--- config.mk ---
export PLATFORM = sky130hd
export DESIGN_NAME = tlb_op_controller
export DESIGN_NICKNAME = d
export VERILOG_FILES = /design/src/rtl/tlb_op_controller.sv
export SDC_FILE = /design/constraint.sdc
export NUM_CORES = 1
export LEC_CHECK = 0
export ABC_CLOCK_PERIOD_IN_PS = 17750
export BUFFER_PORTS_ARGS = -buffer_cell sky130_fd_sc_hd__buf_4
export CORE_AREA = 4 4 203 205
export DETAILED_ROUTE_END_ITERATION = 10
export DIE_AREA = 0 0 207 209
export PLACE_DENSITY = 0.49
export SETUP_SLACK_MARGIN = 0.2
export SLEW_MARGIN = 30
export SYNTH_ARGS = -nofsm -noshare
export SYNTH_HDL_FRONTEND = slang
export SYNTH_SLANG_ARGS = --single-unit
--- constraint.sdc ---
create_clock -name clk -period 17.75 [get_ports clk]
set_clock_uncertainty 0.05 [all_clocks]
set_input_delay 0 -clock clk [delete_from_list [all_inputs] [get_ports clk]]
set_output_delay 0 -clock clk [all_outputs]
set_load 0.05 [all_outputs]
--- src/rtl/tlb_op_controller.sv ---
// Sequences TLBP/TLBR/TLBWI/TLBWR against the shared TLB port and owns the
// CP0 Random register with Wired-bounded wrap-around.
module tlb_op_controller #(
  parameter int TLB_NUM  = 32,
  parameter int IDX_BITS = $clog2(TLB_NUM)
) (
  input  logic                clk,
  input  logic                rst,
  input  logic                op_valid,
  input  logic [1:0]          op_type,
  output logic                op_ready,
  input  logic [IDX_BITS-1:0] cp0_index,
  input  logic [31:0]         cp0_entryhi,
  input  logic [31:0]         cp0_entrylo0,
  input  logic [31:0]         cp0_entrylo1,
  input  logic [11:0]         cp0_pagemask,
  input  logic [IDX_BITS-1:0] cp0_wired,
  input  logic                cp0_wired_we,
  output logic                tlb_we,
  output logic [IDX_BITS-1:0] tlb_index,
  output logic [11:0]         tlb_mask,
  output logic [31:0]         tlb_entryhi,
  output logic [31:0]         tlb_entrylo0,
  output logic [31:0]         tlb_entrylo1,
  input  logic [11:0]         tlb_mask_rd,
  input  logic [31:0]         tlb_entryhi_rd,
  input  logic [31:0]         tlb_entrylo0_rd,
  input  logic [31:0]         tlb_entrylo1_rd,
  input  logic [31:0]         tlb_probe_index,
  output logic                done,
  output logic                res_index_we,
  output logic [31:0]         res_index,
  output logic                res_entry_we,
  output logic [31:0]         res_entryhi,
  output logic [31:0]         res_entrylo0,
  output logic [31:0]         res_entrylo1,
  output logic [11:0]         res_pagemask,
  output logic [IDX_BITS-1:0] random_o,
  output logic                flush_o
);

  typedef enum logic [2:0] {S_IDLE, S_PROBE, S_READ, S_WRITE, S_DONE} state_t;

  localparam logic [1:0] OP_TLBP = 2'd0;
  localparam logic [1:0] OP_TLBR = 2'd1;
  localparam logic [IDX_BITS-1:0] RAND_MAX = IDX_BITS'(TLB_NUM - 1);

  state_t              state_q, state_d;
  logic [1:0]          op_q;
  logic [IDX_BITS-1:0] idx_q;
  logic [31:0]         hi_q, lo0_q, lo1_q;
  logic [11:0]         mask_q;
  logic [IDX_BITS-1:0] rand_q, rand_d;
  logic [31:0]         res_index_q, res_hi_q, res_lo0_q, res_lo1_q;
  logic [11:0]         res_mask_q;
  logic                accept;

  assign accept = op_valid && (state_q == S_IDLE);

  // Random never drops below Wired; a Wired write restarts it from the top.
  assign rand_d = (cp0_wired_we || (rand_q <= cp0_wired)) ? RAND_MAX : rand_q - 1'b1;

  always_ff @(posedge clk or posedge rst) begin
    if (rst) state_q <= S_IDLE;
    else     state_q <= state_d;
  end

  always_comb begin
    state_d = state_q;
    unique case (state_q)
      S_IDLE: begin
        if (op_valid) begin
          unique case (op_type)
            2'd0:    state_d = S_PROBE;
            2'd1:    state_d = S_READ;
            default: state_d = S_WRITE;
          endcase
        end
      end
      S_PROBE, S_READ, S_WRITE: state_d = S_DONE;
      S_DONE:  state_d = S_IDLE;
      default: state_d = S_IDLE;
    endcase
  end

  always_comb begin
    op_ready     = 1'b0;
    tlb_we       = 1'b0;
    done         = 1'b0;
    res_index_we = 1'b0;
    res_entry_we = 1'b0;
    flush_o      = 1'b0;
    unique case (state_q)
      S_IDLE:  op_ready = 1'b1;
      S_WRITE: tlb_we   = 1'b1;
      S_DONE: begin
        done         = 1'b1;
        res_index_we = (op_q == OP_TLBP);
        res_entry_we = (op_q == OP_TLBR);
        flush_o      = op_q[1];
      end
      default: ;
    endcase
  end

  // Operand holding registers, result capture and Random.
  always_ff @(posedge clk or posedge rst) begin
    if (rst) begin
      op_q        <= 2'd0;
      idx_q       <= '0;
      hi_q        <= 32'd0;
      lo0_q       <= 32'd0;
      lo1_q       <= 32'd0;
      mask_q      <= 12'd0;
      rand_q      <= RAND_MAX;
      res_index_q <= 32'd0;
      res_hi_q    <= 32'd0;
      res_lo0_q   <= 32'd0;
      res_lo1_q   <= 32'd0;
      res_mask_q  <= 12'd0;
    end else begin
      rand_q <= rand_d;
      if (accept) begin
        op_q   <= op_type;
        idx_q  <= (op_type == 2'd3) ? rand_q : cp0_index;
        hi_q   <= cp0_entryhi;
        lo0_q  <= cp0_entrylo0;
        lo1_q  <= cp0_entrylo1;
        mask_q <= cp0_pagemask;
      end
      if (state_q == S_PROBE) res_index_q <= tlb_probe_index;
      if (state_q == S_READ) begin
        res_hi_q   <= tlb_entryhi_rd;
        res_lo0_q  <= tlb_entrylo0_rd;
        res_lo1_q  <= tlb_entrylo1_rd;
        res_mask_q <= tlb_mask_rd;
      end
    end
  end

  assign tlb_index    = idx_q;
  assign tlb_entryhi  = hi_q;
  assign tlb_entrylo0 = lo0_q;
  assign tlb_entrylo1 = lo1_q;
  assign tlb_mask     = mask_q;
  assign res_index    = res_index_q;
  assign res_entryhi  = res_hi_q;
  assign res_entrylo0 = res_lo0_q;
  assign res_entrylo1 = res_lo1_q;
  assign res_pagemask = res_mask_q;
  assign random_o     = rand_q;

endmodule
==> results of run 1 <==
## repair_timing
item                                   4_1_cts  5_1_grt
resized for setup                            0        0
endpoints found under the hold margin      376       30
buffers inserted                             0        0
hold buffers                               261        1
## worst min-delay path: cells and delay by family
family	cells	cell delay [ns]
compound gates	3	0.36
buf+inv	2	0.16
fa+ha+maj	1	0.14
## cell type report
| cell class | instances | area (µm²) |
|---|---|---|
| Fill cell | 3636 | 21100 |
| Tap cell | 525 | 657 |
| Multi-Input combinational cell | 302 | 3220 |
| Clock inverter | 8 | 118 |
| Timing Repair Buffer | 797 | 6670 |
| Antenna cell | 1 | 2.50 |
| Sequential cell | 263 | 6590 |
| Inverter | 9 | 41.3 |
| Clock buffer | 52 | 1030 |
## state kept, by name (all words and copies together), names as in the netlist
signal	cells
op_q	2
tlb_entryhi	32
res_pagemask	12
res_entrylo1	32
tlb_mask	12
res_index	32
tlb_index	5
tlb_entrylo1	32
tlb_entrylo0	32
res_entrylo0	32
random_o	5
state_q	3
res_entryhi	32
## synthesized netlist by cell type, drive strengths merged
library cell  instances
dfrtp               258
mux2                250
buf                  29
inv                   9
a21oi                 8
nor2                  7
ha                    6
dfstp                 5
mux2i                 5
o211ai                5
nor3b                 4
nand2                 3
nor3                  3
xnor2                 3
a21boi                1
and3                  1
and3b                 1
and4                  1
nor2b                 1
nor4b                 1
o21a                  1
o21ai                 1
## per-stage QoR
step / cells / power, mW / util (%) / instance area [µm²]
after global placement: 1633 / 3.22 / 36.8 / 14500
final: 1957 / 3.95 / 46.4 / 18300
after CTS: 1954 / 4.00 / 46.3 / 18300
after global routing: 1956 / 4.13 / 46.4 / 18300
after floorplan: 603 / 2.52 / - / 10000
after detailed placement: 1633 / 3.23 / 36.8 / 14500
## cells by family after synthesis
group,after synthesis,synth area share [%]
flops,263,65.8
simple gates,22,1.41
compound gates,16,0.976
fa+ha+maj,6,0.750
mux,255,28.6
buf+inv,38,2.11
xor+xnor,3,0.263
## power by group through the flow
stage / clock, mW / sequential [mW] / combinational, mW
after floorplan: 0 / 2.10 / 0.427
after global placement: 0 / 1.07 / 2.14
after detailed placement: 0 / 1.08 / 2.16
after CTS: 0.727 / 1.07 / 2.21
after global routing: 0.750 / 1.11 / 2.27
final: 0.699 / 1.07 / 2.18
## cells in the final DEF (no fill, tap or decap), types with 2 or more instances in the layout
master,synthesis,final
clkinv_2,0,4
clkbuf_16,0,37
ha_1,6,6
nor3b_1,3,2
a21oi_1,8,8
xnor2_1,3,3
mux2i_1,5,5
clkbuf_8,0,5
clkbuf_1,0,10
mux2_2,182,182
dlygate4sd3_1,0,262
inv_1,9,8
mux2_1,68,68
nor3_1,3,3
bufinv_16,0,3
o211ai_1,5,5
dfstp_2,5,5
nand2_1,3,3
buf_4,8,531
dfrtp_1,258,258
buf_6,2,3
nor2_1,7,7
## final timing paths
| check | startpoint | end | cells after the start |
|---|---|---|---|
| min in group asynchronous | rst | res_pagemask[10] | 4 |
| worst max register to register | random_o[2] | random_o[2] | 6 |
| max in group asynchronous | rst | tlb_entrylo0[16] | 6 |
| worst min register to register | tlb_entrylo1[18] | tlb_entrylo1[18] | 1 |
| worst max-delay path | random_o[2] | random_o[2] | 6 |
| worst min-delay path | cp0_wired[4] | random_o[1] | 6 |
## metal layers
metal | vias to the layer above | part of all wire (%) | routed length (µm) | GRT usage, %
li1 | 3745 | - | - | -
met1 | 4035 | 37 | 12800 | 17.2
met2 | 283 | 54 | 18700 | 28.5
met3 | 76 | 5.5 | 1910 | 3.81
met4 | 0 | 3.9 | 1350 | 6.93
met5 | - | 0 | 0 | 0
==> results list, run 1 <==
* Final Hold Violating Endpoints: 0
- STA classifies the critical path startpoint as a flop.
* Count of buffers inserted at the top-level ports: 527
* Standard-cell rows: 73
- The synthesized netlist contains 26 unique library cells.
- CTS built an H-tree with a depth of 2.
- Ranked by total cell area, the synthesized netlist is headed by dfrtp_1 65%, mux2_2 20%, mux2_1 7.7%.
- Max clock buf depth: 3
* Area inside the core boundary: 0.0395 mm²
- Sw Share: 47.4%
- Most frequent CP cell: dlygate4sd3_1
- The initial utilization of the core area, before any placement, comes to 25.4%.
- STA classifies the critical path endpoint as a flop.
- For this design the top-level I/O count stands at 528.
* List of cells traversed by the critical path: ha_1 -> and4_1 -> a21oi_1 -> dlygate4sd3_1 -> o211ai_1 -> dlygate4sd3_1
- The first detailed-routing pass took 4 iterations.
- At the end of routability-driven placement, the weighted congestion stood at 0.774.
- Cell taking the most area after synthesis: dfrtp_1
* Worst path buffer plus inverter count: 2
- On the worst path, the slowest cell contributes a delay of 0.66 ns.
* First-pass GRT wire length: 53600 µm
* NumNets Final: 1677
* Transition time at the pin with the least slew margin: 0.899 ns
- Mapped Area: 0.0100 mm²
- Die boundary height: 209 µm
* Post-Place Worst Slack: 15.05 ns
* Vias after detailed routing: 8139
- For this run, the register share of the synthesized area comes to 65.8%.
* Worst setup path category: flop to flop
* Fraction of post-synthesis cell area in the top cell type by area: 64.5%
- The analysis attributes to net switching a power of 1.87 mW.
* Initial DRC count: 233
* Cell Pwr Density: 216 mW/mm²
- Clock-pin slew was measured on the worst setup and hold paths at 0.05 ns.
- Final Critical Period: 2.66 ns
- Worst EP arrival: 3.05 ns
- After layout, the worst setup slack is 15.09 ns.
- CTS Sinks: 263
* Net count after synthesis: 873
- Area of the die: 0.0433 mm²
* Max transition margin: 40.1%
- Share of power burned in registers: 27.0%
- In this run the worst hold path is classified as input pin to flop.
- Required time of the critical path: 18.14 ns
- Hold is met by 0.109 ns.
* Maximum fanout encountered on the critical timing path: 6
- Combinational logic is responsible for 55.3% of the overall power.
- Max Clk Rate: 375 MHz
- The number of global-route vias before repair is 8946.
- Number of failing setup endpoints in the final timing report: 0
- Avg Vias per Cell: 4.16
* DRC viols: 0
- RSZ-0062 raised after global routing: false
- The worst path uses 15.0% of the clock period.
- DP HPWL: 24500 µm
- Dividing the detail-routed wire length by the instance count gives 17.8 µm.
* Worst-skew pair later-pin latency: 0.50 ns
* Worst path top cell family by delay: buffers and inverters
- Max capacitance violation total: 0
- Routed Wire Length: 34700 µm
* X dimension of the die: 207 µm
- Cells after Synth: 603
- Post-DRT Antenna Nets: 0
* P&R area growth vs syn: 83.2%
- Initial antenna violation count: 0
* CTS tree: built
- GRT Overall Usage: 15.6%
- Each instance of the synthesized netlist takes up on average 16.6 µm².
- Leakage: 8.51 nW
- After routing, the total negative slack on setup checks comes to 0 ns.
- Maximum number of pins on one net before global-route repair: 121
- The number of clock buffers added by TritonCTS is 34.
- Total internal power: 2.08 mW
- For flop-to-flop paths, the worst setup slack is 15.09 ns.
- In this run, synthesis produced a sequential element count of 263.
- The final max-slew violation count came to 0.
- Among all stages on the critical path, the largest delay is contributed by dlygate4sd3_1.
- For this run the aggregate overflow at the end of global routing stands at 0.
- The worst-case IR drop observed on VDD is 0.000124 V.
- Warning count from the yosys run: 0
- The clock network accounts for 17.7% of the total power.
- The flow ran to the end, and the final reports show no timing, DRC or antenna violations.
- Root buf cell: clkbuf_16
- Of the cells placed in the final design, the portion with a size suffix greater than 1 is 54.2%.
No activity file was read; power rests on OpenSTA's default activity.
==> inputs of run 2 (changes only) <==
- ABC_CLOCK_PERIOD_IN_PS: 17750 -> 2300
- PLACE_DENSITY: 0.49 -> 0.51
- clock period: 17.75 -> 2.3 ns (I/O delays scaled with it)
==> run 2 against run 1 <==
Setup slack worse by 15 ns. Via count decreased by 0.76%. Global-route usage shrank 0.16 points. Critical path depth down 3. Sequential power rose to 7.7 times the previous value. Count of clock-buffer cells in the layout shrank 3. Die area unchanged. Critical endpoint is now tlb_entryhi[3]. Largest power group unchanged. Highest routed layer unchanged.
==> results list, run 2 (synthesis results as in run 1) <==
* Reg2reg start: state_q[1]
- DRC viols: 0 (unchanged)
* Worst EP arrival: 2.29 ns (-0.76 ns)
- Met1 Resource Use GR: 18.0% (+0.78 points)
- X dimension of the die: 207 µm (unchanged)
* Area of the multi-input gates: 0.00322 mm² (unchanged)
- The count of final hold-check violations was 0 (unchanged).
* Most utilized layer in the global route result: met2
- Result of the run: complete, no violations
- Setup slack, reg-to-reg: 0.39 ns (-14.70 ns)
- The number of antenna violations at the first check in global routing came to 0 (unchanged).
* Weighted congestion at the end of routability-driven global placement: 0.816 (+5.5%)
* Area inside the core boundary: 0.0395 mm² (unchanged)
- The count of inserted antenna diode cells came to 0 (-1).
- The count of final setup violators was 0 (unchanged).
- Final non-filler cell area: 0.0183 mm² (-0.12%)
- The standard-cell row count came to 73 (unchanged).
- Worst Hold Class: input pin to flop
* Number of post-CTS setup repair buffers: 0 (unchanged)
- Max Clk Rate: 524 MHz (+40%)
- The worst hold path begins at op_valid.
- Number of buffers inserted during clock tree synthesis: 30 (-12%)
- Global Route met2 Usage: 28.3% (-0.18 points)
- The stage delay of the slowest cell on the critical path came to 0.47 ns (-0.19 ns).
- Initial DRC count: 233 (unchanged)
* CTS Sinks: 263 (unchanged)
- Leakage: 8.50 nW (-0.18%)
- CTS tree: built
- Maximum fanout encountered on the critical timing path: 69 (+63)
- First-pass iteration count of the detailed router: 4 (unchanged)
- The met3 layer usage reported by global route was 3.93% (+0.12 points).
* Final Critical Period: 1.91 ns (-0.755 ns)
* DP HPWL: 25200 µm (+2.5%)
* Count of buffers inserted at the top-level ports: 527 (unchanged)
- The clock-pin slew of the registers on the worst-case setup and hold paths is 0.06 ns (about the same).
- The largest net degree at the start of global routing came to 70 (-42%).
- NumNets Final: 1679 (+0.12%)
- The aggregate global routing overflow was 0 (unchanged).
* Final worst-path setup slack: 0.391 ns (-14.70 ns)
- The largest buffer count on any clock path came to 3 (unchanged).
- Transition time at the pin with the least slew margin: 0.569 ns (-0.330 ns)
- The max-capacitance violation count came to 0 (unchanged).
* Most common cell after layout, fill and taps aside: buf_4
- The worst relative slew slack came to 61.7% (+22 points).
* First-pass GRT wire length: 54100 µm (+0.99%)
- The total of cells resized after clock tree synthesis came to 0 (unchanged).
- Critical path endpoint category: flop
- The setup path with the least slack is of type flop to flop.
- The cell depth of the worst hold path is 4 (-2).
- The worst path buffer plus inverter count is 1 (-1).
* Hold Path End: state_q[1]
- Avg Vias per Cell: 4.13 (-0.81%)
* Sort of element at the start of the critical path: flop
- The full die area came to 0.0433 mm² (unchanged).
- The die boundary height was 209 µm (unchanged).
* Critical-path top delay cell: dfrtp_1
- List of cells traversed by the critical path: nor4b_4 -> buf_12 -> mux2_2
- Setup TNS: 0 ns (unchanged)
* Worst-skew pair later-pin latency: 0.55 ns (+0.05 ns)
- The number of filler instances in the final layout is 3579 (-1.6%).
- Routed Wire Length: 34600 µm (-0.49%)
* Post-DRT Antenna Nets: 0 (unchanged)
* Maximum vdd ir drop: 0.000829 V (+570%)
- Number of primary I/O pins: 528 (unchanged)
* H-tree lvl count: 1 (-1)
- GRT Overall Usage: 15.5% (-0.16 points)
- The endpoint identified for the worst register-to-register timing path is tlb_entryhi[3].
- The final routed wire length divided by cell count was 17.7 µm (-0.54%).
- The register cell area after layout is 0.00659 mm² (unchanged).
* Post-Place Worst Slack: 0.391 ns (-14.66 ns)
- Cell Pwr Density: 1640 mW/mm² (+660%)
- Worst path top cell family by delay: flip-flops
- Compared with the post-synthesis result, the final layout area differs by 82.9%.
- Starting density of the core: 25.4% (unchanged)
* Final worst-path cycle share: 83.0% (+68 points)
- Placement Cell Area: 0.0147 mm² (+1.3%)
- The library cells used most frequently in the layout, excluding fill and tap cells, are 534 x buf_4, 259 x dlygate4sd3_1, 258 x dfrtp_1.
- Required time of the critical path: 2.68 ns (-15.46 ns)
* Worst reg2reg path depth: 3 (-3)
* Number of cells after detailed placement: 1643 (+0.61%)
- Final max-slew violation count: 0 (unchanged)
- The overall power after layout is 30.0 mW (+660%).
- Fraction of final layout cells sized beyond drive strength 1: 54.4% (+0.20 points)
* Root buf cell: clkbuf_16
- The number of global-route vias before repair is 9254 (+3.4%).
- RSZ-0062 raised after global routing: false
- The count of vias placed by the detailed router is 8077 (-0.76%).
* Final non-filler cell total: 1958 (+0.051%)
- Critical path launch point: state_q[1]
## run 2: cell count changes in the layout (fill, tap and decap cells not counted), moves of 2 or more
cell / change
clkbuf_8: +2
buf_12: +10
dlygate4sd3_1: -3
clkbuf_16: -6
buf_4: +3
buf_6: -3
## run 2: worst register-to-register path: cells and delay by family (launching register included)
kind                   cells  cell delay (ns)
flip-flops                 1             0.47
buffers and inverters      1             0.38
AND/OR/NAND/NOR            1             0.45
multiplexers               1             0.44
## run 2: cell type report
type	instances	area share, %
Clock inverter	7	0.485
Multi-Input combinational cell	302	17.6
Inverter	9	0.205
Tap cell	525	3.59
Clock buffer	49	4.99
Sequential cell	263	36.0
Timing Repair Buffer	803	37.2
## run 2: repair_timing
| item | in CTS | in global routing |
|---|---|---|
| endpoints found under the setup margin | 0 | 0 |
| hold endpoints to repair | 428 | 0 |
| hold buffers | 259 | 0 |
## run 2: metal layers
| layer | part of all wire, % | up-vias |
|---|---|---|
| met5 | 0 | - |
| met4 | 2.8 | 0 |
| met3 | 5.6 | 63 |
| met2 | 53 | 255 |
| met1 | 38 | 3996 |
| li1 | - | 3763 |
## run 2: per-stage QoR
stage	hold WS, ns	util, %
floorplan	0.0392	-
CTS	0.00328	46.4
detailed placement	0.0247	37.3
finish	0.0195	46.4
global placement	0.0319	37.3
global route	0.0174	46.4
## run 2: how the worst max path moves through the flow
stage | endpoint | slack (ns) | cells past startpoint
detailed placement | tlb_entryhi[23] | 0.39 | 3
floorplan | op_q[0] | -1.22 | 1
global placement | tlb_entryhi[4] | 0.44 | 3
global route | res_entry_we | 0.26 | 4
CTS | res_entry_we | 0.33 | 4
finish | tlb_entryhi[3] | 0.39 | 3
## run 2: power breakdown
group | internal, mW | switching (mW) | total [mW]
clock network | 2.92 | 1.89 | 4.81
logic | 5.74 | 11.2 | 17.0
registers | 6.97 | 1.28 | 8.25
total | 15.6 | 14.4 | 30.0
